$ cat src/rtl/x_trig_window_pkg.sv
// Shared widths and state encoding for the trigger-chain window stage.
package x_trig_window_pkg;

  localparam int unsigned MXWID  = 4;
  localparam int unsigned MXDEAD = 4;
  localparam int unsigned MXCNT  = 12;

  // One down-counter serves both the window and the dead-time phases
  localparam int unsigned MXTMR  = (MXWID > MXDEAD) ? MXWID : MXDEAD;

  typedef enum logic [1:0] {
    IDLE   = 2'd0,
    WINDOW = 2'd1,
    DEAD   = 2'd2
  } win_state_t;

endpackage

$ cat src/rtl/x_sat_counter.sv
// Saturating event counter with synchronous clear taking priority over increment.
module x_sat_counter
  import x_trig_window_pkg::*;
#(
  parameter int unsigned W = MXCNT
) (
  input  logic         clock,
  input  logic         reset_n,
  input  logic         inc,
  input  logic         clear,
  output logic [W-1:0] count
);

  always_ff @(posedge clock or negedge reset_n) begin
    if (!reset_n) begin
      count <= '0;
    end else if (clear) begin
      count <= '0;
    end else if (inc && (count != {W{1'b1}})) begin
      count <= count + W'(1);
    end
  end

endmodule

$ cat src/rtl/x_trig_window.sv
// Turns each accepted trigger pulse into a width+1 clock window followed by a
// dead time; triggers arriving while busy are rejected and counted.
module x_trig_window
  import x_trig_window_pkg::*;
(
  input  logic              clock,
  input  logic              reset_n,
  input  logic              trig_in,
  input  logic [MXWID-1:0]  width,
  input  logic [MXDEAD-1:0] deadtime,
  input  logic              cnt_clear,
  output logic              window_out,
  output logic              window_start,
  output logic              busy,
  output logic [MXCNT-1:0]  n_accepted,
  output logic [MXCNT-1:0]  n_rejected
);

  win_state_t              state_q, state_d;
  logic [MXTMR-1:0]        tmr_q, tmr_d;
  logic [MXDEAD-1:0]       dead_q, dead_d;
  logic                    accept;
  logic                    reject;

  always_ff @(posedge clock or negedge reset_n) begin
    if (!reset_n) begin
      state_q      <= IDLE;
      tmr_q        <= '0;
      dead_q       <= '0;
      window_out   <= 1'b0;
      window_start <= 1'b0;
      busy         <= 1'b0;
    end else begin
      state_q      <= state_d;
      tmr_q        <= tmr_d;
      dead_q       <= dead_d;
      // Outputs are registered from the next state so they line up with it
      window_out   <= (state_d == WINDOW);
      window_start <= (state_q == IDLE) && (state_d == WINDOW);
      busy         <= (state_d != IDLE);
    end
  end

  always_comb begin
    state_d = state_q;
    tmr_d   = tmr_q;
    dead_d  = dead_q;
    accept  = 1'b0;
    reject  = 1'b0;
    case (state_q)
      IDLE: begin
        if (trig_in) begin
          accept  = 1'b1;
          tmr_d   = MXTMR'(width);
          dead_d  = deadtime;
          state_d = WINDOW;
        end
      end
      WINDOW: begin
        reject = trig_in;
        if (tmr_q == '0) begin
          if (dead_q != '0) begin
            tmr_d   = MXTMR'(dead_q) - MXTMR'(1);
            state_d = DEAD;
          end else begin
            state_d = IDLE;
          end
        end else begin
          tmr_d = tmr_q - MXTMR'(1);
        end
      end
      DEAD: begin
        reject = trig_in;
        if (tmr_q == '0) begin
          state_d = IDLE;
        end else begin
          tmr_d = tmr_q - MXTMR'(1);
        end
      end
      default: begin
        state_d = IDLE;
        tmr_d   = '0;
      end
    endcase
  end

  x_sat_counter #(.W(MXCNT)) u_acc_cnt (
    .clock   (clock),
    .reset_n (reset_n),
    .inc     (accept),
    .clear   (cnt_clear),
    .count   (n_accepted)
  );

  x_sat_counter #(.W(MXCNT)) u_rej_cnt (
    .clock   (clock),
    .reset_n (reset_n),
    .inc     (reject),
    .clear   (cnt_clear),
    .count   (n_rejected)
  );

endmodule

$ cat config.mk
export PLATFORM = sky130hd
export DESIGN_NAME = x_trig_window
export DESIGN_NICKNAME = d
export VERILOG_FILES = /design/src/rtl/x_trig_window_pkg.sv /design/src/rtl/x_sat_counter.sv /design/src/rtl/x_trig_window.sv
export SDC_FILE = /design/constraint.sdc
export NUM_CORES = 1
export LEC_CHECK = 0
export CAP_MARGIN = 20
export CORE_ASPECT_RATIO = 1.25
export CORE_MARGIN = 2
export CORE_UTILIZATION = 50
export DETAILED_ROUTE_END_ITERATION = 16
export PLACE_DENSITY = 0.8
export SYNTH_ARGS = -nofsm -noshare
export SYNTH_HDL_FRONTEND = slang
export SYNTH_SLANG_ARGS = --single-unit
$ cat constraint.sdc
create_clock -name clock -period 2.72 [get_ports clock]
set_clock_uncertainty 0.2 [all_clocks]
set_input_delay 0.272 -clock clock [delete_from_list [all_inputs] [get_ports clock]]
set_output_delay 0.272 -clock clock [all_outputs]
set_load 0.02 [all_outputs]
# After elaboration in Yosys (flattened, before gate mapping)
# Cells that the tools add are included.
# totals
register_bits,37
input_bits,12
wordCells,49
# classes
n_addsub,4
n_eq_ne,8
muxes,17
n_reduce_logical,12
# op_table
cell,n
12-bit two-way mux,4
"12-bit by 1-bit adder with 12-bit output, second input constant",2
"12-bit != test, second input constant",2
4-bit two-way mux,4
4-bit case mux with 3 select lines,1
2-bit two-way mux,4
"4-bit by 1-bit subtractor with 4-bit output, second input constant",2
2-bit case mux with 3 select lines,1
2-bit nonzero test,3
"2-bit by 1-bit equality test with 1-bit output, second input constant",2
4-bit logical NOT,1
"2-bit != test, second input constant",2
4-bit nonzero test,1
1-bit logical AND,3
1-bit two-way mux,3
"3-bit != test, second input constant",1
3-bit AND reduction,1
"2-bit equality test, second input constant",1
2-bit logical NOT,1
2-bit AND reduction,1
2-bit OR reduction,1

# Longest topological paths before layout
# logic_depth
ltp_word,6
depth_mapped,8

# Cells and area by module
# From an unflattened synthesis, not the netlist that was laid out.
# unflattened
cells_unflattened,228
area_unflattened_um2,2304.7
# by_module_without_submodules
mod,n_inst,cells_per_inst,area_per_inst_um2,seq_area_each_um2
x_sat_counter,2,70,714.4,300.3
x_trig_window,1,88,875.8,325.3

# Worst setup path after synthesis
# Ideal clock, no wire load.
# synth_path
path_type,register to register
from,reg tmr_q[0]
to,reg tmr_q[1]
arrival_ps,1806
required_ps,2399
path_slack_ps,593
path_stages_with_launch,8
n_path_buf,1
period_less_slack_ps,2127
path_cell_list,dfrtp_1 inv_1 ha_1 or3b_1 buf_2 a21o_1 a221o_1 a22o_1
# synth_via
elab_chain_len,3
word_cells_on_any_way,8
classes_between,1 x add/sub; 2 x eq/ne; 3 x mux; 2 x reduce/logical
# synth_rtl
item,line_no,text
"start, declared",x_trig_window.sv:20,"logic [MXTMR-1:0] tmr_q, tmr_d;"
"start signal, assigned",x_trig_window.sv:35,tmr_q <= tmr_d;
4-bit by 1-bit subtractor with 4-bit output / 4-bit logical NOT (equally long branches),-,
4-bit two-way mux (tied with other cells),x_trig_window.sv:74,if (tmr_q == '0) begin
4-bit case mux with 3 select lines / 3-bit AND reduction (equally long branches),-,
# Several ways; a longest one is shown, not always the timed one. The select of a mux whose other input is x is not followed.
# A chain may end at the register's enable or synchronous reset.

# Final worst setup path
# Ends and elaborated chain as after synthesis.

==> results.json <==
{
  "status": "finished clean",
  "netlist_instances": 229,
  "ys_types": 54,
  "syn_avg_cell_area_sq_um": 9.59,
  "synthArstFlopShare_pct": 100,
  "grt_pass1_vias": 1998,
  "fin_nets": 293,
  "synth.net_count": 251,
  "cp-startpoint": "tmr_q[0]$_DFFE_PN0P_",
  "ys.flop_type": "dfrtp_1",
  "critPathMaxStageDelay_ps": 460,
  "yosys.area.top_type": "dfrtp_1",
  "clock_sinks": 37,
  "vias": 1993,
  "synth_area_sq_mm": 0.00220,
  "area_delta_synth_final_pct": 24.1,
  "slew_violations": 0,
  "rsz0062_at_grt": "false",
  "grt.met2_usage_pct": 39.1,
  "fill_cells": 378,
  "top_usage_layer": "met2",
  "root_buffer": "clkbuf_8",
  "final_cells": 328,
  "cp.depth": 6,
  "hold_violations": 0,
  "die_area_sq_mm": 0.00494,
  "crit_arrival_ps": 2260,
  "synth_seq_cells": 37,
  "grt_max_degree": 38,
  "htree_num_levels": 2,
  "grt_pass1_wl_um": 9250,
  "antenna_found_initial": 0,
  "reg2reg_from": "tmr_q[0]$_DFFE_PN0P_",
  "min_path_type": "input port to flip-flop",
  "start_util_pct": 52.8,
  "gr-usage-met3_pct": 3.72,
  "gr-total-overflow": 0,
  "postCtsSetupRepairBufs": 0,
  "wl_um": 5190,
  "clockBufferDepth": 2,
  "place_inst": 319,
  "route.detailed.drc": 0,
  "core_sq_mm": 0.00416,
  "cp_slowest_cell": "or3b_1",
  "r2r-end": "tmr_q[1]$_DFFE_PN0P_",
  "viasPerCell": 6.08,
  "p_leak_nw": 1.14,
  "max_freq_ghz": 0.440,
  "cp_data_required_time_ps": 2700,
  "multi_input_area_sq_mm": 0.00117,
  "crit_family": "compound AO/OA/AOI/OAI gates",
  "yosysTopAreaCellShare_pct": 42.1,
  "cp-end-kind": "flip-flop",
  "synth_edf_count": 0,
  "num_antenna_cells": 0,
  "drive_gt1_share_pct": 7.72,
  "place_hpwl_um": 3640,
  "rrSetupSlack_ps": 450,
  "place_congestion": 0.855,
  "tns_ps": 0,
  "drt_iter0_drc": 124,
  "crit_chain": "inv_1 > ha_1 > or3b_1 > a21o_1 > a221o_1 > a22o_1",
  "die_height_um": 78.1,
  "r2r_cells": 6,
  "rows": 26,
  "cp_num_buf_inv": 1,
  "yosysSeqAreaShare_pct": 42.1,
  "p_per_area_mw_per_mm2": 719,
  "grt_use_met1_pct": 28.9,
  "drtAntennaViolNets": 0,
  "ys_warn_count": 0,
  "endpoint": "tmr_q[1]$_DFFE_PN0P_",
  "crit_fanout": 6,
  "hold_ws_ps": 346,
  "insertion_delay_ps": 290,
  "numPortBuffers": 38,
  "cts_tree": "built",
  "worstSetupPathType": "flip-flop to flip-flop",
  "start_kind": "flip-flop",
  "timing.final.crit_share_pct": 83.6,
  "final.min_clock_period_ps": 2270,
  "p_total_mw": 1.96,
  "setup_viol": 0,
  "tightest_slew_ps": 830,
  "vdd_drop_max_v": 0.000454,
  "track_usage_pct": 23.4,
  "drv_cap": 0,
  "numCtsBuffers": 5,
  "num_io_pins": 39,
  "die_x_um": 63.3,
  "maxSlewHeadroom_pct": 44.7,
  "drtPass1Iterations": 4,
  "regArea_sq_um": 926,
  "ctsResizeCount": 0,
  "synth_area_leaders": "dfrtp_1, ha_1, a21oi_1",
  "clkSlewWorstSetupHoldPaths_ps": 80,
  "avgRoutedWirePerCell_um": 15.8
}
==> kinds of logic (layout without fill, tap and decap cells) <==
logic type / count (synthesis) / after routing / synth area share, %
AOI/OAI and AO/OA: 67 / 67 / 20.2
xor gates and xnor gates: 3 / 3 / 1.20
adders and majority gates: 10 / 10 / 5.69
buffers and inverters: 24 / 67 / 4.44
DFF: 37 / 37 / 42.1
muxes: 6 / 6 / 2.96
and+or+nand+nor: 82 / 82 / 23.3
==> worst min-delay path by stage <==
stage / from / depth (start not counted) / end
after floorplan: reset_n / 0 / busy$_DFF_PN0_
after CTS: deadtime[1] / 3 / dead_q[1]$_DFFE_PN0P_
after global routing: deadtime[0] / 3 / dead_q[0]$_DFFE_PN0P_
final: deadtime[1] / 3 / dead_q[1]$_DFFE_PN0P_
after global placement: reset_n / 1 / busy$_DFF_PN0_
after detailed placement: reset_n / 1 / u_rej_cnt.count[0]$_DFFE_PN0P_
==> synth_stat cells, drive strengths merged, types with 4 or more instances <==
| master | n |
|---|---|
| o31ai | 10 |
| buf | 4 |
| mux2 | 4 |
| nor2 | 11 |
| ha | 10 |
| a21oi | 21 |
| clkbuf | 4 |
| inv | 16 |
| nand4 | 6 |
| nor3 | 4 |
| or3 | 5 |
| dfrtp | 37 |
| nand3 | 7 |
| o21ai | 11 |
| nor2b | 5 |
| nand2 | 14 |
| or4 | 11 |
==> registers in the layout, summed over array words and instances, names as in the netlist <==
name             flops
window_start         1
u_acc_cnt.count     12
busy                 1
u_rej_cnt.count     12
window_out           1
tmr_q                4
state_q              2
dead_q               4
==> metal layers <==
metal	wire, um	part of all wire [%]	vias up
met5	0	0	-
met1	2240	43	964
met2	2570	49	65
li1	-	-	947
met3	243	4.7	17
met4	141	2.7	0
==> tightest hold or removal path: cells and delay by family <==
kind / cells / cell delay [ps]
and+or+nand+nor: 1 / 60
AOI/OAI and AO/OA: 1 / 60
buffers and inverters: 1 / 410
==> power by group <==
group	switching, mW	internal (mW)
clock network	0.195	0.178
logic	0.441	0.377
registers	0.113	0.658
==> layout by cell type (no fill, tap or decap), types with 4 or more instances in the layout <==
| cell | n |
|---|---|
| dfrtp_1 | 37 |
| clkdlybuf4s50_1 | 37 |
| a21oi_1 | 21 |
| inv_1 | 16 |
| nand2_1 | 14 |
| nor2_1 | 11 |
| o21ai_0 | 11 |
| or4_1 | 11 |
| o31ai_1 | 10 |
| ha_1 | 10 |
| nand3_1 | 7 |
| nor2b_1 | 5 |
| nand4_1 | 5 |
| or3_1 | 5 |
| clkbuf_8 | 5 |
| nor3_1 | 4 |
| mux2_2 | 4 |
| buf_4 | 4 |
==> layout make-up <==
| cell class | instances | share of cell area (%) |
|---|---|---|
| multi-input cells | 168 | 43.0 |
| repair buffers | 43 | 15.2 |
| clock inverters | 2 | 0.367 |
| flip-flops and latches | 37 | 33.9 |
| clock buffers | 6 | 2.66 |
| well taps | 56 | 2.57 |
| inverters | 16 | 2.20 |
==> repair_timing <==
action,4_1_cts,5_1_grt
hold buffers,1,0
setup endpoints to repair,0,0
endpoints found under the hold margin,37,0
==> through the flow <==
step / instance area (sq um) / util (%) / setup WS [ps]
CTS: 2730 / 65.5 / 453
detailed placement: 2640 / 63.3 / 435
floorplan: 2200 / - / 593
finish: 2730 / 65.5 / 445
global placement: 2640 / 63.3 / 499
global route: 2730 / 65.5 / 197
Power figures use the tool's default switching activity.
